[src/rtl/md_pipe_add3.sv]
// md_pipe_add3: two-stage pipelined three-operand adder, result = (a + b) + d.
// Valid/ready handshakes on both sides. A stage moves whenever the stage
// after it is free, so the pipe runs at one result per cycle with no bubbles.
// res_cnt counts results handed to the consumer and wraps silently.
// Optional feature macro: MD_PIPE_ADD3_SAT_EN. When it is defined, stage 2
// clamps the result to 2^WIDTH-1 and flags the clamp on out_ovf.
module md_pipe_add3 #(
  parameter int WIDTH = 8,
  parameter int CNT_W = 16
) (
  input  logic             clk,
  input  logic             rst_n,
  input  logic             in_valid,
  output logic             in_ready,
  input  logic [WIDTH-1:0] in_a,
  input  logic [WIDTH-1:0] in_b,
  input  logic [WIDTH-1:0] in_d,
  output logic             out_valid,
  input  logic             out_ready,
  output logic [WIDTH+1:0] out_sum,
  output logic             out_ovf,
  output logic [CNT_W-1:0] res_cnt
);

  logic             s1_valid;
  logic [WIDTH:0]   s1_sum;
  logic [WIDTH-1:0] s1_d;

  logic             st2_free;
  logic             s1_move;
  logic             accept;
  logic             handoff;
  logic [WIDTH+1:0] full_sum;
  logic [WIDTH+1:0] st2_sum;
  logic             st2_ovf;

  assign st2_free = !out_valid || out_ready;
  assign s1_move  = s1_valid && st2_free;
  assign in_ready = !s1_valid || st2_free;
  assign accept   = in_valid && in_ready;
  assign handoff  = out_valid && out_ready;

  // The full sum can never exceed 3*(2^WIDTH-1), so WIDTH+2 bits always hold it.
  assign full_sum = {1'b0, s1_sum} + {2'b00, s1_d};

`ifdef MD_PIPE_ADD3_SAT_EN
  localparam logic [WIDTH+1:0] SAT_MAX = {2'b00, {WIDTH{1'b1}}};

  // Clamp anything above the largest WIDTH-bit value and flag it.
  always_comb begin
    st2_sum = full_sum;
    st2_ovf = 1'b0;
    if (full_sum > SAT_MAX) begin
      st2_sum = SAT_MAX;
      st2_ovf = 1'b1;
    end
  end

  // The overflow flag travels with its result and holds while stalled.
  always_ff @(posedge clk) begin
    if (!rst_n) begin
      out_ovf <= 1'b0;
    end else if (s1_move) begin
      out_ovf <= st2_ovf;
    end
  end
`else
  assign st2_sum = full_sum;
  assign st2_ovf = 1'b0;
  assign out_ovf = st2_ovf;
`endif

  // Stage 1 captures a + b together with d on every accepted beat.
  always_ff @(posedge clk) begin
    if (!rst_n) begin
      s1_valid <= 1'b0;
      s1_sum   <= '0;
      s1_d     <= '0;
    end else if (accept) begin
      s1_valid <= 1'b1;
      s1_sum   <= {1'b0, in_a} + {1'b0, in_b};
      s1_d     <= in_d;
    end else if (s1_move) begin
      s1_valid <= 1'b0;
    end
  end

  // Stage 2 holds the result until the consumer takes it.
  always_ff @(posedge clk) begin
    if (!rst_n) begin
      out_valid <= 1'b0;
      out_sum   <= '0;
    end else if (s1_move) begin
      out_valid <= 1'b1;
      out_sum   <= st2_sum;
    end else if (handoff) begin
      out_valid <= 1'b0;
    end
  end

  // Count every result handed off; wrapping past the top is intentional.
  always_ff @(posedge clk) begin
    if (!rst_n) begin
      res_cnt <= '0;
    end else if (handoff) begin
      res_cnt <= res_cnt + CNT_W'(1);
    end
  end

endmodule

[config.mk]
export PLATFORM = sky130hd
export DESIGN_NAME = md_pipe_add3
export DESIGN_NICKNAME = d
export VERILOG_FILES = /design/src/rtl/md_pipe_add3.sv
export SDC_FILE = /design/constraint.sdc
export NUM_CORES = 1
export LEC_CHECK = 0
export BUFFER_PORTS_ARGS = -buffer_cell sky130_fd_sc_hd__buf_2
export CORE_MARGIN = 10
export CORE_UTILIZATION = 54
export DETAILED_ROUTE_END_ITERATION = 8
export GPL_TIMING_DRIVEN = 0
export HOLD_SLACK_MARGIN = 0.15
export PLACE_DENSITY = 0.87
export SYNTH_ARGS = -nofsm -noshare
export SYNTH_HDL_FRONTEND = slang
export SYNTH_SLANG_ARGS = --single-unit
[constraint.sdc]
create_clock -name clk -period 1.8 [get_ports clk]
set_input_delay 0.18 -clock clk [delete_from_list [all_inputs] [get_ports clk]]
set_output_delay 0.18 -clock clk [all_outputs]
set_load 0.005 [all_outputs]
== Word-level counts from Yosys, hierarchy flattened ==
Index checks and enable logic that the tools add are counted.

* Add/subtract/negate cells: 3
* Multiply operators: 0
* Divide/modulo/power cells: 0
* Order comparisons: 0
* Equality and inequality tests: 0
* Shift operators: 0
* Muxes and demuxes: 4
* Bitwise gates (word level): 0
* Reductions and logical operators: 9

{| class="wikitable"
|+ Operator list
! kind !! count
|-
| 16-bit by 1-bit adder with 16-bit output (second input constant) || 1
|-
| 9-bit by 8-bit adder with 10-bit output || 1
|-
| 8-bit by 8-bit adder with 9-bit output || 1
|-
| 1-bit two-way mux || 4
|-
| 2-bit nonzero test || 2
|-
| 1-bit logical AND || 3
|-
| 1-bit logical NOT || 2
|-
| 1-bit logical OR || 2
|}

* Bits in registers: 45
* Bits in latches: 0
* RAM bits: 0
* Memory bits (read-only): 0
* Output and inout port bits: 29
* Logic and storage cells: 22
* Memories: 0

== Logic depth before layout (Yosys ltp) ==
Gate-level depths: netlist (run 1).

* Depth in word-level cells: 5
* Mapped depth: 7

== Worst setup path after synthesis (run 1) ==
No wires, ideal clock.

* Path type: input to register
* From: input port in_a[0]
* To: register s1_sum[6]
* Library setup time: 0.106 ns
* Data arrival time: 1.607 ns
* Required time: 1.694 ns
* Path slack: 0.087 ns
* Stages on the path: 6
* Cells stage by stage: ha_1 fa_1 a211oi_1 o21ai_0 o21a_1 o311ai_0

* Longest elaborated chain between the ends: 1

{| class="wikitable"
|+ RTL lines
! item !! line !! RTL
|-
| from (decl) || 15 || <nowiki>input logic [WIDTH-1:0] in_a,</nowiki>
|-
| 8-bit by 8-bit adder with 9-bit output || 81 || <nowiki>s1_sum <= {1'b0, in_a} + {1'b0, in_b};</nowiki>
|-
| to (signal assigned) || 81 ||
|-
| to (decl) || 26 || <nowiki>logic [WIDTH:0] s1_sum;</nowiki>
|}

No other way between the ends.
A chain may end at the register's enable or synchronous reset.

== Final worst setup path (run 1) ==
* From: register s1_sum[0]
* To: register out_sum[8]

* Longest elaborated chain between the ends: 1

{| class="wikitable"
|+ RTL lines
! item !! line !! RTL
|-
| 9-bit by 8-bit adder with 10-bit output || 44 || <nowiki>assign full_sum = {1'b0, s1_sum} + {2'b00, s1_d};</nowiki>
|-
| to (signal assigned) || 95 || <nowiki>out_sum <= st2_sum;</nowiki>
|-
| to (decl) || 20 || <nowiki>output logic [WIDTH+1:0] out_sum,</nowiki>
|}

No other way between the ends.

==> reports/qor.log, run 1 <==
qor: setup_path.cp_peak_stage_delay 0.33 ns
qor: clock_network.clkTransAtPathRegs 0.08 ns
qor: setup_path.path_cells ha_2, inv_1, fa_2, nor2b_4, o31a_1, o21a_1, o311ai_1
qor: place.io_buffer_count 54
qor: setup_path.top_delay_family_on_crit_path compound AO/OA/AOI/OAI gates
qor: floorplan.start_util 56.7%
qor: route.routed_wire_per_std_cell 15.7 um
qor: power.power-per-cell-area 694 nW/um2
qor: final_layout.final-instance-count-excl-fill 422
qor: setup_path.required 1.99 ns
qor: grt.top_usage_layer met2
qor: synthesis.prevailing_post_synth_register_cell dfxtp_1
qor: setup_path.regToRegSetupSlack 0.04 ns
qor: floorplan.core_area 4410 um2
qor: final_layout.design.final.nets 417
qor: clock_network.ctsHtreeMaxLevel 2
qor: sta.rsz0062_at_grt true
qor: setup_path.setup.worst_path.class reg -> reg
qor: synthesis.synth_top_cell_by_area dfxtp_1
qor: final_layout.drive_gt1_share 23.0%
qor: clock_network.numClockSinks 45
qor: place.gpl.final_weighted_congestion 0.919
qor: sta.drv_slew 0
qor: power.peakVddDrop 337 uV
qor: status.run_status completed
qor: grt.grt_util_met3 3.71%
qor: flow_run.maxCapViolations 0
qor: floorplan.dieHeight 88.1 um
qor: grt.groute.layer.met1.usage 20.4%
qor: synthesis.yosys_register_bits 45
qor: floorplan.die-area 7760 um2
qor: power.post-layout-total-power 0.00212 W
qor: synthesis.synth_cells 301
qor: grt.number_of_antenna_violations_at_the_first_check_in_global_routing 0
qor: route.vias 2462
qor: floorplan.io_pins 57
qor: grt.largest_net_degree_at_the_start_of_global_routing 14
qor: route.initialDrtViolationCount 174
qor: floorplan.die_width 88.1 um
qor: sta.finClkSkew 0.00841 ns
qor: synthesis.async_set_reset_flop_share_out_of_synthesis 0%
qor: clock_network.clock_latency 0.30 ns
qor: final_layout.flow.area_growth_from_synthesis 22.0%
qor: synthesis.yosys.area.top_type_share 36.0%
qor: setup_path.arrival 1.95 ns
qor: sta.hold_ws 0.203 ns
qor: sta.final.min_clock_period 1.76 ns
qor: route.antenna_violating_nets_post_route 0
qor: grt.groute.layer.met2.usage 29.5%
qor: synthesis.synth.net_count 348
qor: route.detail_route.drc_violations 0
qor: grt.grt_usage 17.3%
qor: route.drtPass1Iterations 4
qor: min_path.worst_min_delay_path_category in -> reg
qor: setup_path.timing.critical_path.fanout_max 3
qor: sta.timing.final.hold_violations 0
qor: clock_network.cts_setup_buffers 0
qor: setup_path.cp_num_buf_inv 1
qor: power.cellLeakagePower 1.29 nW
qor: setup_path.worst_path_max_delay_cell dfxtp_2
qor: route.drt_wl_total 6.63 mm
qor: sta.max_clock_freq 569 MHz
qor: synthesis.ys_top_cells_by_area dfxtp_1 (36%), ha_1 (8.5%), nand2_1 (6.3%)
qor: clock_network.cts_inserted_buffers 5
qor: place.placement.setup.worst_slack -0.167 ns
qor: synthesis.synth_enable_flop_cells 0
qor: synthesis.fraction_of_the_yosys_area_taken_by_sequential_cells 36.0%
qor: sta.fin_ws 0.0412 ns
qor: setup_path.cp-start-kind register
qor: synthesis.yosysWarnings 0
qor: grt.grt-ovfl-total 0
qor: grt.via_count_of_the_first_global_routing_pass 2442
qor: clock_network.max-clock-path-buffers 2
qor: final_layout.fillers 366
qor: route.vias_per_cell 5.83
qor: setup_path.critical_path.endpoint_type register
qor: synthesis.netlist_area 2500 um2
qor: synthesis.post_synth_num_cell_types 47
qor: sta.post-route-period-util 97.7%
qor: synthesis.post_synthesis_area_per_instance 8.32 um2
qor: synthesis.yosys.cell_count.top_type dfxtp_1
qor: final_layout.antenna_cells_inserted 0
qor: place.post_place_cells 407
qor: grt.grt_pass1_wl 11.0 mm
qor: sta.setup_viol 0
qor: floorplan.fp-row-count 24
qor: place.dpl_hpwl 4.93 mm
qor: synthesis.yosys-top-cells-count dfxtp_1 (45), nand2_1 (42), nor2_1 (27)
qor: clock_network.clock_tree.root_cell clkbuf_8
qor: clock_network.cts_tree built
==> stage by stage <==
stage	area [um2]	util [%]	setup TNS [ns]
floorplan	2500	-	0
global placement	2840	64.3	-0.216
detailed placement	2840	64.3	-0.214
CTS	3020	68.3	0
global route	3060	69.2	-0.0363
finish	3060	69.2	0
==> logic make-up after synthesis <==
logic type | after synthesis | share of synthesized area (%)
adders and majority gates | 19 | 10.1
buffers and inverters | 20 | 3.30
AOI/OAI and AO/OA | 86 | 22.7
DFF | 45 | 36.0
other | 1 | 0.150
muxes | 1 | 0.450
and+or+nand+nor | 117 | 23.2
xor gates and xnor gates | 12 | 4.20
==> cell usage in the layout (no fill, tap or decap), types with 4 or more instances in the layout <==
master         count
a211o_1            7
a211oi_1           6
a21oi_1           25
buf_2             57
clkbuf_8           6
dfxtp_1           39
dfxtp_2            6
dlygate4sd3_1      8
ha_1              15
inv_1              9
nand2_1           42
nand3_1           12
nand3b_1           5
nor2_1            26
nor3_1             4
nor4_1             4
o211ai_1           7
o21a_1             5
o21ai_0           12
or3_1              6
xnor2_1            7
xor2_1             5
==> routing by layer <==
| metal | vias up | wire length, um |
|---|---|---|
| li1 | 1237 | - |
| met1 | 1104 | 2780 |
| met2 | 107 | 3220 |
| met3 | 14 | 473 |
| met4 | 0 | 147 |
| met5 | - | 0 |
==> flip-flops by register name, summed over array words and instances (netlist names) <==
name	count
s1_valid	1
out_valid	1
s1_d	8
out_sum	10
s1_sum	9
res_cnt	16
==> what timing repair did <==
| item | CTS | global route |
|---|---|---|
| setup endpoints to repair | 3 | 24 |
| endpoints found under the hold margin | 8 | 0 |
| hold buffers | 8 | 0 |
| resized for setup | 4 | 19 |
==> worst register-to-register path: cells and delay by family (launching register included) <==
family                   cells  cell delay [ns]
AO/OA/AOI/OAI                3             0.77
adder cells (fa/ha/maj)      2             0.42
flip-flops                   1             0.33
buffers and inverters        1             0.08
AND/OR/NAND/NOR              1             0.05
==> area by class of cell <==
class                      instances  area [um2]  area share, %
multi-input combinational        236        1560           51.0
sequential                        45         908           29.7
timing repair buffer              62         350           11.5
clock buffer                       6        82.6           2.70
tap                               52        65.1           2.13
buffer                            11        51.3           1.68
inverter                           9        33.8           1.11
clock inverter                     1        7.51          0.246
==> where the power goes <==
part / leakage [nW] / total, W / internal, W / switching, W
logic: 0.880 / 0.000405 / 0.000177 / 0.000228
registers: 0.370 / 0.00107 / 0.00104 / 0.0000328
clock network: 0.0433 / 0.000642 / 0.000304 / 0.000339
==> final timing paths <==
check,from,to,cells past startpoint
worst min-delay path,out_ready,res_cnt[1],3
worst max register to register,s1_sum[0],out_sum[8],7
worst min register to register,out_sum[3],out_sum[3],2
worst max-delay path,s1_sum[0],out_sum[8],7
Power figures use the tool's default switching activity.
==> inputs of run 2 (changes only) <==
--- a/config.mk
+++ b/config.mk
@@ -5,13 +5,14 @@
 export SDC_FILE = /design/constraint.sdc
 export NUM_CORES = 1
 export LEC_CHECK = 0
+export ABC_CLOCK_PERIOD_IN_PS = 1800
 export BUFFER_PORTS_ARGS = -buffer_cell sky130_fd_sc_hd__buf_2
 export CORE_MARGIN = 10
 export CORE_UTILIZATION = 54
 export DETAILED_ROUTE_END_ITERATION = 8
 export GPL_TIMING_DRIVEN = 0
 export HOLD_SLACK_MARGIN = 0.15
-export PLACE_DENSITY = 0.87
+export PLACE_DENSITY_LB_ADDON = 0.25
 export SYNTH_ARGS = -nofsm -noshare
 export SYNTH_HDL_FRONTEND = slang
 export SYNTH_SLANG_ARGS = --single-unit
==> reports/qor.log, run 2 (same netlist as run 1, synthesis figures left out) <==
qor: sta.final.min_clock_period 1.76 ns [-0.00315 ns]
qor: route.drtPass1Iterations 4 [unchanged]
qor: setup_path.required 1.99 ns [about the same]
qor: grt.via_count_of_the_first_global_routing_pass 2334 [-4.4%]
qor: final_layout.drive_gt1_share 22.7% [-0.27 points]
qor: route.initialDrtViolationCount 104 [-40%]
qor: grt.grt_usage 16.8% [-0.49 points]
qor: floorplan.die_width 88.1 um [unchanged]
qor: route.routed_wire_per_std_cell 15.3 um [-2.3%]
qor: place.io_buffer_count 54 [unchanged]
qor: clock_network.clkTransAtPathRegs 0.08 ns [about the same]
qor: power.post-layout-total-power 0.00212 W [-0.29%]
qor: final_layout.top_register res_cnt
qor: route.drt_wl_total 6.47 mm [-2.3%]
qor: place.gpl.final_weighted_congestion 0.857 [-6.7%]
qor: power.comb_pwr_share 19.4% [+0.3 points]
qor: route.vias_per_cell 5.81 [-0.41%]
qor: setup_path.arrival 1.94 ns [about the same]
qor: final_layout.flow.area_growth_from_synthesis 23.3%
qor: power.seqPwrFrac 50.9% [+0.3 points]
qor: final_layout.design.final.nets 417 [unchanged]
qor: clock_network.max-clock-path-buffers 2 [unchanged]
qor: route.antenna_violating_nets_post_route 0 [unchanged]
qor: setup_path.critical_path.endpoint_type register
qor: final_layout.mostFrequentLayoutCells buf_2 (57), nand2_1 (42), dfxtp_1 (42), nor2_1 (26), a21oi_1 (25)
qor: power.peakVddDrop 447 uV [+33%]
qor: setup_path.top_delay_family_on_crit_path compound AO/OA/AOI/OAI gates
qor: sta.fin_ws 0.0444 ns [+0.00315 ns]
qor: min_path.worst_min_delay_path_category in -> reg
qor: sta.setup_viol 0 [unchanged]
qor: power.clkPwrFrac 29.7% [-0.6 points]
qor: clock_network.clock_tree.root_cell clkbuf_8
qor: floorplan.fp-row-count 24 [unchanged]
qor: sta.timing.final.hold_violations 0 [unchanged]
qor: sta.finClkSkew 0.00593 ns [-0.00248 ns]
qor: clock_network.cts_inserted_buffers 5 [unchanged]
qor: setup_path.cp-start-kind register
qor: final_layout.layout_top_registers res_cnt: 16 flops, out_sum: 10 flops, s1_sum: 9 flops
qor: floorplan.die-area 7760 um2 [unchanged]
qor: floorplan.core_area 4410 um2 [unchanged]
qor: grt.grt_pass1_wl 10.7 mm [-3.0%]
qor: clock_network.ctsHtreeMaxLevel 2 [unchanged]
qor: power.power-per-cell-area 685 nW/um2 [-1.3%]
qor: power.cellLeakagePower 1.30 nW [+0.74%]
qor: setup_path.path_cells ha_2, a211o_1, o22a_1, a211oi_1, nor3_2
qor: sta.post-route-period-util 97.5% [-0.18 points]
qor: power.switching_share_of_total_power 27.8% [-0.42 points]
qor: floorplan.start_util 56.7% [unchanged]
qor: floorplan.io_pins 57 [unchanged]
qor: grt.largest_net_degree_at_the_start_of_global_routing 13 [-1]
qor: power.power_switching 0.000589 W [-1.8%]
qor: flow_run.maxCapViolations 0 [unchanged]
qor: grt.number_of_antenna_violations_at_the_first_check_in_global_routing 0 [unchanged]
qor: sta.max_clock_freq 570 MHz [+0.18%]
qor: sta.worst_slew_margin_rel 62.7%
qor: final_layout.antenna_cells_inserted 0 [unchanged]
qor: route.detail_route.drc_violations 0 [unchanged]
qor: status.run_status completed
qor: final_layout.largest_reg_flops 16 [unchanged]
qor: power.p_int 0.00153 W [+0.29%]
qor: route.vias 2452 [-0.41%]
qor: place.dpl_hpwl 4.70 mm [-4.7%]
qor: sta.drv_slew 0 [unchanged]
qor: clock_network.numClockSinks 45 [unchanged]
qor: final_layout.mostFrequentLayoutCell buf_2
qor: grt.grt-ovfl-total 0 [unchanged]
qor: setup_path.cp_num_buf_inv 0 [-1]
qor: setup_path.setup.worst_path.class reg -> reg
qor: clock_network.clock_latency 0.30 ns [about the same]
qor: setup_path.worst_path_max_delay_cell dfxtp_1
qor: floorplan.dieHeight 88.1 um [unchanged]
qor: clock_network.cts_tree built
qor: setup_path.timing.critical_path.fanout_max 6 [+3]
qor: place.placement.setup.worst_slack -0.172 ns [-0.00528 ns]
qor: setup_path.cp_peak_stage_delay 0.35 ns [+0.02 ns]
qor: sta.worst_slew_pin_slew 0.559 ns
==> run 2: power by group through the flow <==
stage	clock, W	sequential, W	combinational [W]
4_1_cts	0.000647	0.00107	0.000384
3_3_place_gp	0	0.00109	0.000356
3_5_place_dp	0	0.00110	0.000364
5_1_grt	0.000679	0.00108	0.000462
2_1_floorplan	0	0.00109	0.000253
6_report	0.000629	0.00108	0.000410
==> run 2: what timing repair did <==
item | CTS | global route
buffers inserted | 0 | 0
pin swaps | 0 | 2
hold buffers | 8 | 0
hold endpoints to repair | 8 | 0
gates cloned | 0 | 0
gates resized for setup | 2 | 23
setup endpoints to repair | 2 | 23
==> run 2: final timing paths <==
check,cells past startpoint,slack (ns),endpoint,start
setup reg to reg,5,0.04,out_sum[7],s1_sum[6]
hold / removal,3,0.19,s1_valid,in_valid
setup / recovery,5,0.04,out_sum[7],s1_sum[6]
hold reg to reg,2,0.45,out_sum[4],out_sum[4]
==> run 2: layout make-up <==
cell class,count,area (um2)
plain buffers,11,51.3
flip-flops and latches,45,905
clock buffers,7,86.3
fillers,382,1330
repair buffers,62,350
multi-input cells,236,1600
well taps,52,65.1
inverters,9,33.8
==> run 2: worst reg2reg max path: stages (launching register included) <==
cell and delay [ns]:
dfxtp_1 0.35, ha_2 0.33, a211o_1 0.35, o22a_1 0.23, a211oi_1 0.31, nor3_2 0.08
==> run 2: metrics by stage <==
stage	instances	utilization [%]	instance area, um2	hold slack (ns)	TNS [ns]
after global routing	422	70.0	3090	0.207	-0.0319
after floorplan	301	-	2500	0.316	0
after detailed placement	407	64.3	2840	0.433	-0.193
final	422	70.0	3090	0.188	0
after global placement	407	64.3	2840	0.427	-0.157
after CTS	422	68.1	3010	0.158	0
==> run 2: routing by layer <==
metal | GRT usage (%) | wire, um
met1 | 19.8 | 2830
met2 | 28.7 | 3090
met3 | 3.90 | 432
met4 | 6.70 | 114
met5 | 0 | 0
==> inputs of run 3 (changes only) <==
--- a/config.mk
+++ b/config.mk
@@ -7,8 +7,10 @@
 export LEC_CHECK = 0
 export ABC_CLOCK_PERIOD_IN_PS = 1800
 export BUFFER_PORTS_ARGS = -buffer_cell sky130_fd_sc_hd__buf_2
+export CELL_PAD_IN_SITES_DETAIL_PLACEMENT = 0
+export CELL_PAD_IN_SITES_GLOBAL_PLACEMENT = 1
 export CORE_MARGIN = 10
-export CORE_UTILIZATION = 54
+export CORE_UTILIZATION = 35
 export DETAILED_ROUTE_END_ITERATION = 8
 export GPL_TIMING_DRIVEN = 0
 export HOLD_SLACK_MARGIN = 0.15
==> reports/qor.log, run 3 (same netlist as run 1, synthesis figures left out) <==
qor: setup_path.arrival 1.92 ns [-0.02 ns]
qor: final_layout.layout_top_registers res_cnt: 16 flops, out_sum: 10 flops, s1_sum: 9 flops
qor: power.cellLeakagePower 1.30 nW [about the same]
qor: power.power-per-cell-area 668 nW/um2 [-2.5%]
qor: sta.final.min_clock_period 1.74 ns [-0.0150 ns]
qor: route.drt_wl_total 6.85 mm [+5.9%]
qor: place.dpl_hpwl 5.16 mm [+9.8%]
qor: sta.worst_slew_margin_rel 60.5% [-2.2 points]
qor: power.seqPwrFrac 51.2% [+0.3 points]
qor: route.detail_route.drc_violations 0 [unchanged]
qor: floorplan.dieHeight 105 um [+19%]
qor: final_layout.design_area 3150 um2 [+1.9%]
qor: sta.timing.final.hold_violations 0 [unchanged]
qor: clock_network.clkTransAtPathRegs 0.09 ns [about the same]
qor: sta.max_clock_freq 575 MHz [+0.86%]
qor: clock_network.cts_inserted_buffers 5 [unchanged]
qor: clock_network.numClockSinks 45 [unchanged]
qor: final_layout.flow.area_growth_from_synthesis 25.6%
qor: floorplan.die_width 105 um [+19%]
qor: min_path.worst_min_delay_path_category in -> reg
qor: grt.via_count_of_the_first_global_routing_pass 2371 [+1.6%]
qor: route.antenna_violating_nets_post_route 0 [unchanged]
qor: setup_path.cp-start-kind register
qor: final_layout.footprint_of_the_multi_input_gates 1600 um2 [unchanged]
qor: setup_path.regToRegSetupSlack 0.06 ns [+0.02 ns]
qor: clock_network.clock_tree.root_cell clkbuf_8
qor: clock_network.max-clock-path-buffers 2 [unchanged]
qor: place.post_dp_cell_area 2900 um2 [+1.9%]
qor: sta.fin_ws 0.0594 ns [+0.0150 ns]
qor: clock_network.ctsHtreeMaxLevel 2 [unchanged]
qor: final_layout.layout.core_utilization 45.8% [-24 points]
qor: route.initialDrtViolationCount 116 [+12%]
qor: grt.largest_net_degree_at_the_start_of_global_routing 14 [+1]
qor: final_layout.antenna_cells_inserted 0 [unchanged]
qor: final_layout.largest_reg_flops 16 [unchanged]
qor: route.vias_per_cell 5.11 [-12%]
qor: floorplan.start_util 36.5% [-20 points]
qor: final_layout.top_register res_cnt
qor: place.placement.setup.worst_slack -0.188 ns [-0.0160 ns]
qor: sta.post-route-period-util 96.7% [-0.83 points]
qor: grt.grt_usage 12.2% [-4.6 points]
qor: sta.finClkSkew 0.00467 ns [-0.00126 ns]
qor: power.clkPwrFrac 29.3% [-0.4 points]
qor: power.p_int 0.00149 W [-2.3%]
qor: final_layout.design.final.nets 418 [+0.24%]
qor: floorplan.io_pins 57 [unchanged]
qor: final_layout.fillers 729 [+91%]
qor: grt.number_of_antenna_violations_at_the_first_check_in_global_routing 0 [unchanged]
qor: floorplan.die-area 10900 um2 [+41%]
qor: final_layout.seq_area 905 um2 [unchanged]
qor: sta.worst_slew_pin_slew 0.593 ns [+0.0334 ns]
qor: floorplan.core_area 6870 um2 [+56%]
qor: route.routed_wire_per_std_cell 14.6 um [-4.5%]
qor: setup_path.required 1.98 ns [about the same]
qor: power.peakVddDrop 251 uV [-44%]
qor: floorplan.fp-row-count 30 [+25%]
qor: final_layout.mostFrequentLayoutCells buf_2 (57), nand2_1 (42), dfxtp_1 (42), nor2_1 (26), a21oi_1 (25)
qor: setup_path.setup.worst_path.class reg -> reg
qor: sta.setup_viol 0 [unchanged]
qor: flow_run.maxCapViolations 0 [unchanged]
qor: power.comb_pwr_share 19.5% [about the same]
qor: setup_path.timing.critical_path.fanout_max 3 [-3]
qor: route.vias 2393 [-2.4%]
qor: grt.grt_pass1_wl 11.4 mm [+6.5%]
qor: power.power_switching 0.000610 W [+3.5%]
qor: sta.drv_slew 0 [unchanged]
qor: clock_network.cts_tree built
qor: setup_path.critical_path.endpoint_type register
qor: place.io_buffer_count 54 [unchanged]
qor: final_layout.drive_gt1_share 23.4% [+0.68 points]
qor: power.switching_share_of_total_power 29.0% [+1.2 points]
qor: clock_network.clock_latency 0.30 ns [about the same]
qor: grt.grt-ovfl-total 0 [unchanged]
qor: place.gpl.final_weighted_congestion 0.808 [-5.6%]
qor: final_layout.mostFrequentLayoutCell buf_2
qor: route.drtPass1Iterations 4 [unchanged]
qor: status.run_status completed
run 3: changes by cell type in the layout (fill, tap and decap cells not counted), sizes merged:
cell,previous run,this run
clkinv,0,2
buf,61,62
clkbuf,11,10
run 3: routing by layer:
layer | part of all wire [%] | vias up | routed length [um] | track usage [%]
met5 | 0 | - | 0 | 0
met4 | 1.1 | 0 | 78 | 3.53
met3 | 3.2 | 5 | 221 | 2.52
met2 | 46 | 46 | 3180 | 20.5
met1 | 49 | 1106 | 3380 | 15.4
li1 | - | 1236 | - | -
run 3: critical path, stage by stage (launching register included):
cell      delay [ns]
dfxtp_2         0.34
ha_2            0.20
inv_1           0.08
fa_2            0.24
nor2b_4         0.05
o31a_1          0.29
o311ai_2        0.29
o311ai_2        0.13
run 3: layout make-up:
cell class / instances / area share, %
Multi-Input combinational cell: 236 / 50.7
Clock buffer: 6 / 2.31
Timing Repair Buffer: 63 / 11.4
Inverter: 9 / 1.07
Buffer: 11 / 1.63
Sequential cell: 45 / 28.7
Tap cell: 96 / 3.82
Clock inverter: 2 / 0.318
run 3: power groups by stage:
stage / sequential, W / combinational, W / clock, W
finish: 0.00108 / 0.000410 / 0.000615
global placement: 0.00110 / 0.000370 / 0
CTS: 0.00107 / 0.000390 / 0.000631
floorplan: 0.00109 / 0.000253 / 0
global route: 0.00108 / 0.000469 / 0.000664
detailed placement: 0.00110 / 0.000370 / 0
run 3: timing repair:
| item | 4_1_cts | 5_1_grt |
|---|---|---|
| resized for setup | 5 | 20 |
| pin swaps | 0 | 2 |
| endpoints found under the hold margin | 8 | 0 |
| setup endpoints to repair | 5 | 22 |
| hold buffers | 8 | 0 |
| buffers inserted | 0 | 1 |
run 3: path summary, 6_finish.rpt:
path / endpoint / start / depth (start not counted)
setup / recovery: out_sum[8] / s1_sum[0] / 7
hold / removal: s1_valid / in_valid / 3
setup reg to reg: out_sum[8] / s1_sum[0] / 7
hold reg to reg: out_sum[3] / out_sum[3] / 2
run 3: per-stage QoR:
step | total power [W] | setup TNS [ns] | instances | hold WS [ns]
detailed placement | 0.00147 | -0.525 | 451 | 0.430
finish | 0.00210 | 0 | 468 | 0.201
floorplan | 0.00134 | 0 | 301 | 0.316
global route | 0.00222 | -0.0285 | 468 | 0.216
global placement | 0.00147 | -0.531 | 451 | 0.423
CTS | 0.00210 | 0 | 467 | 0.197
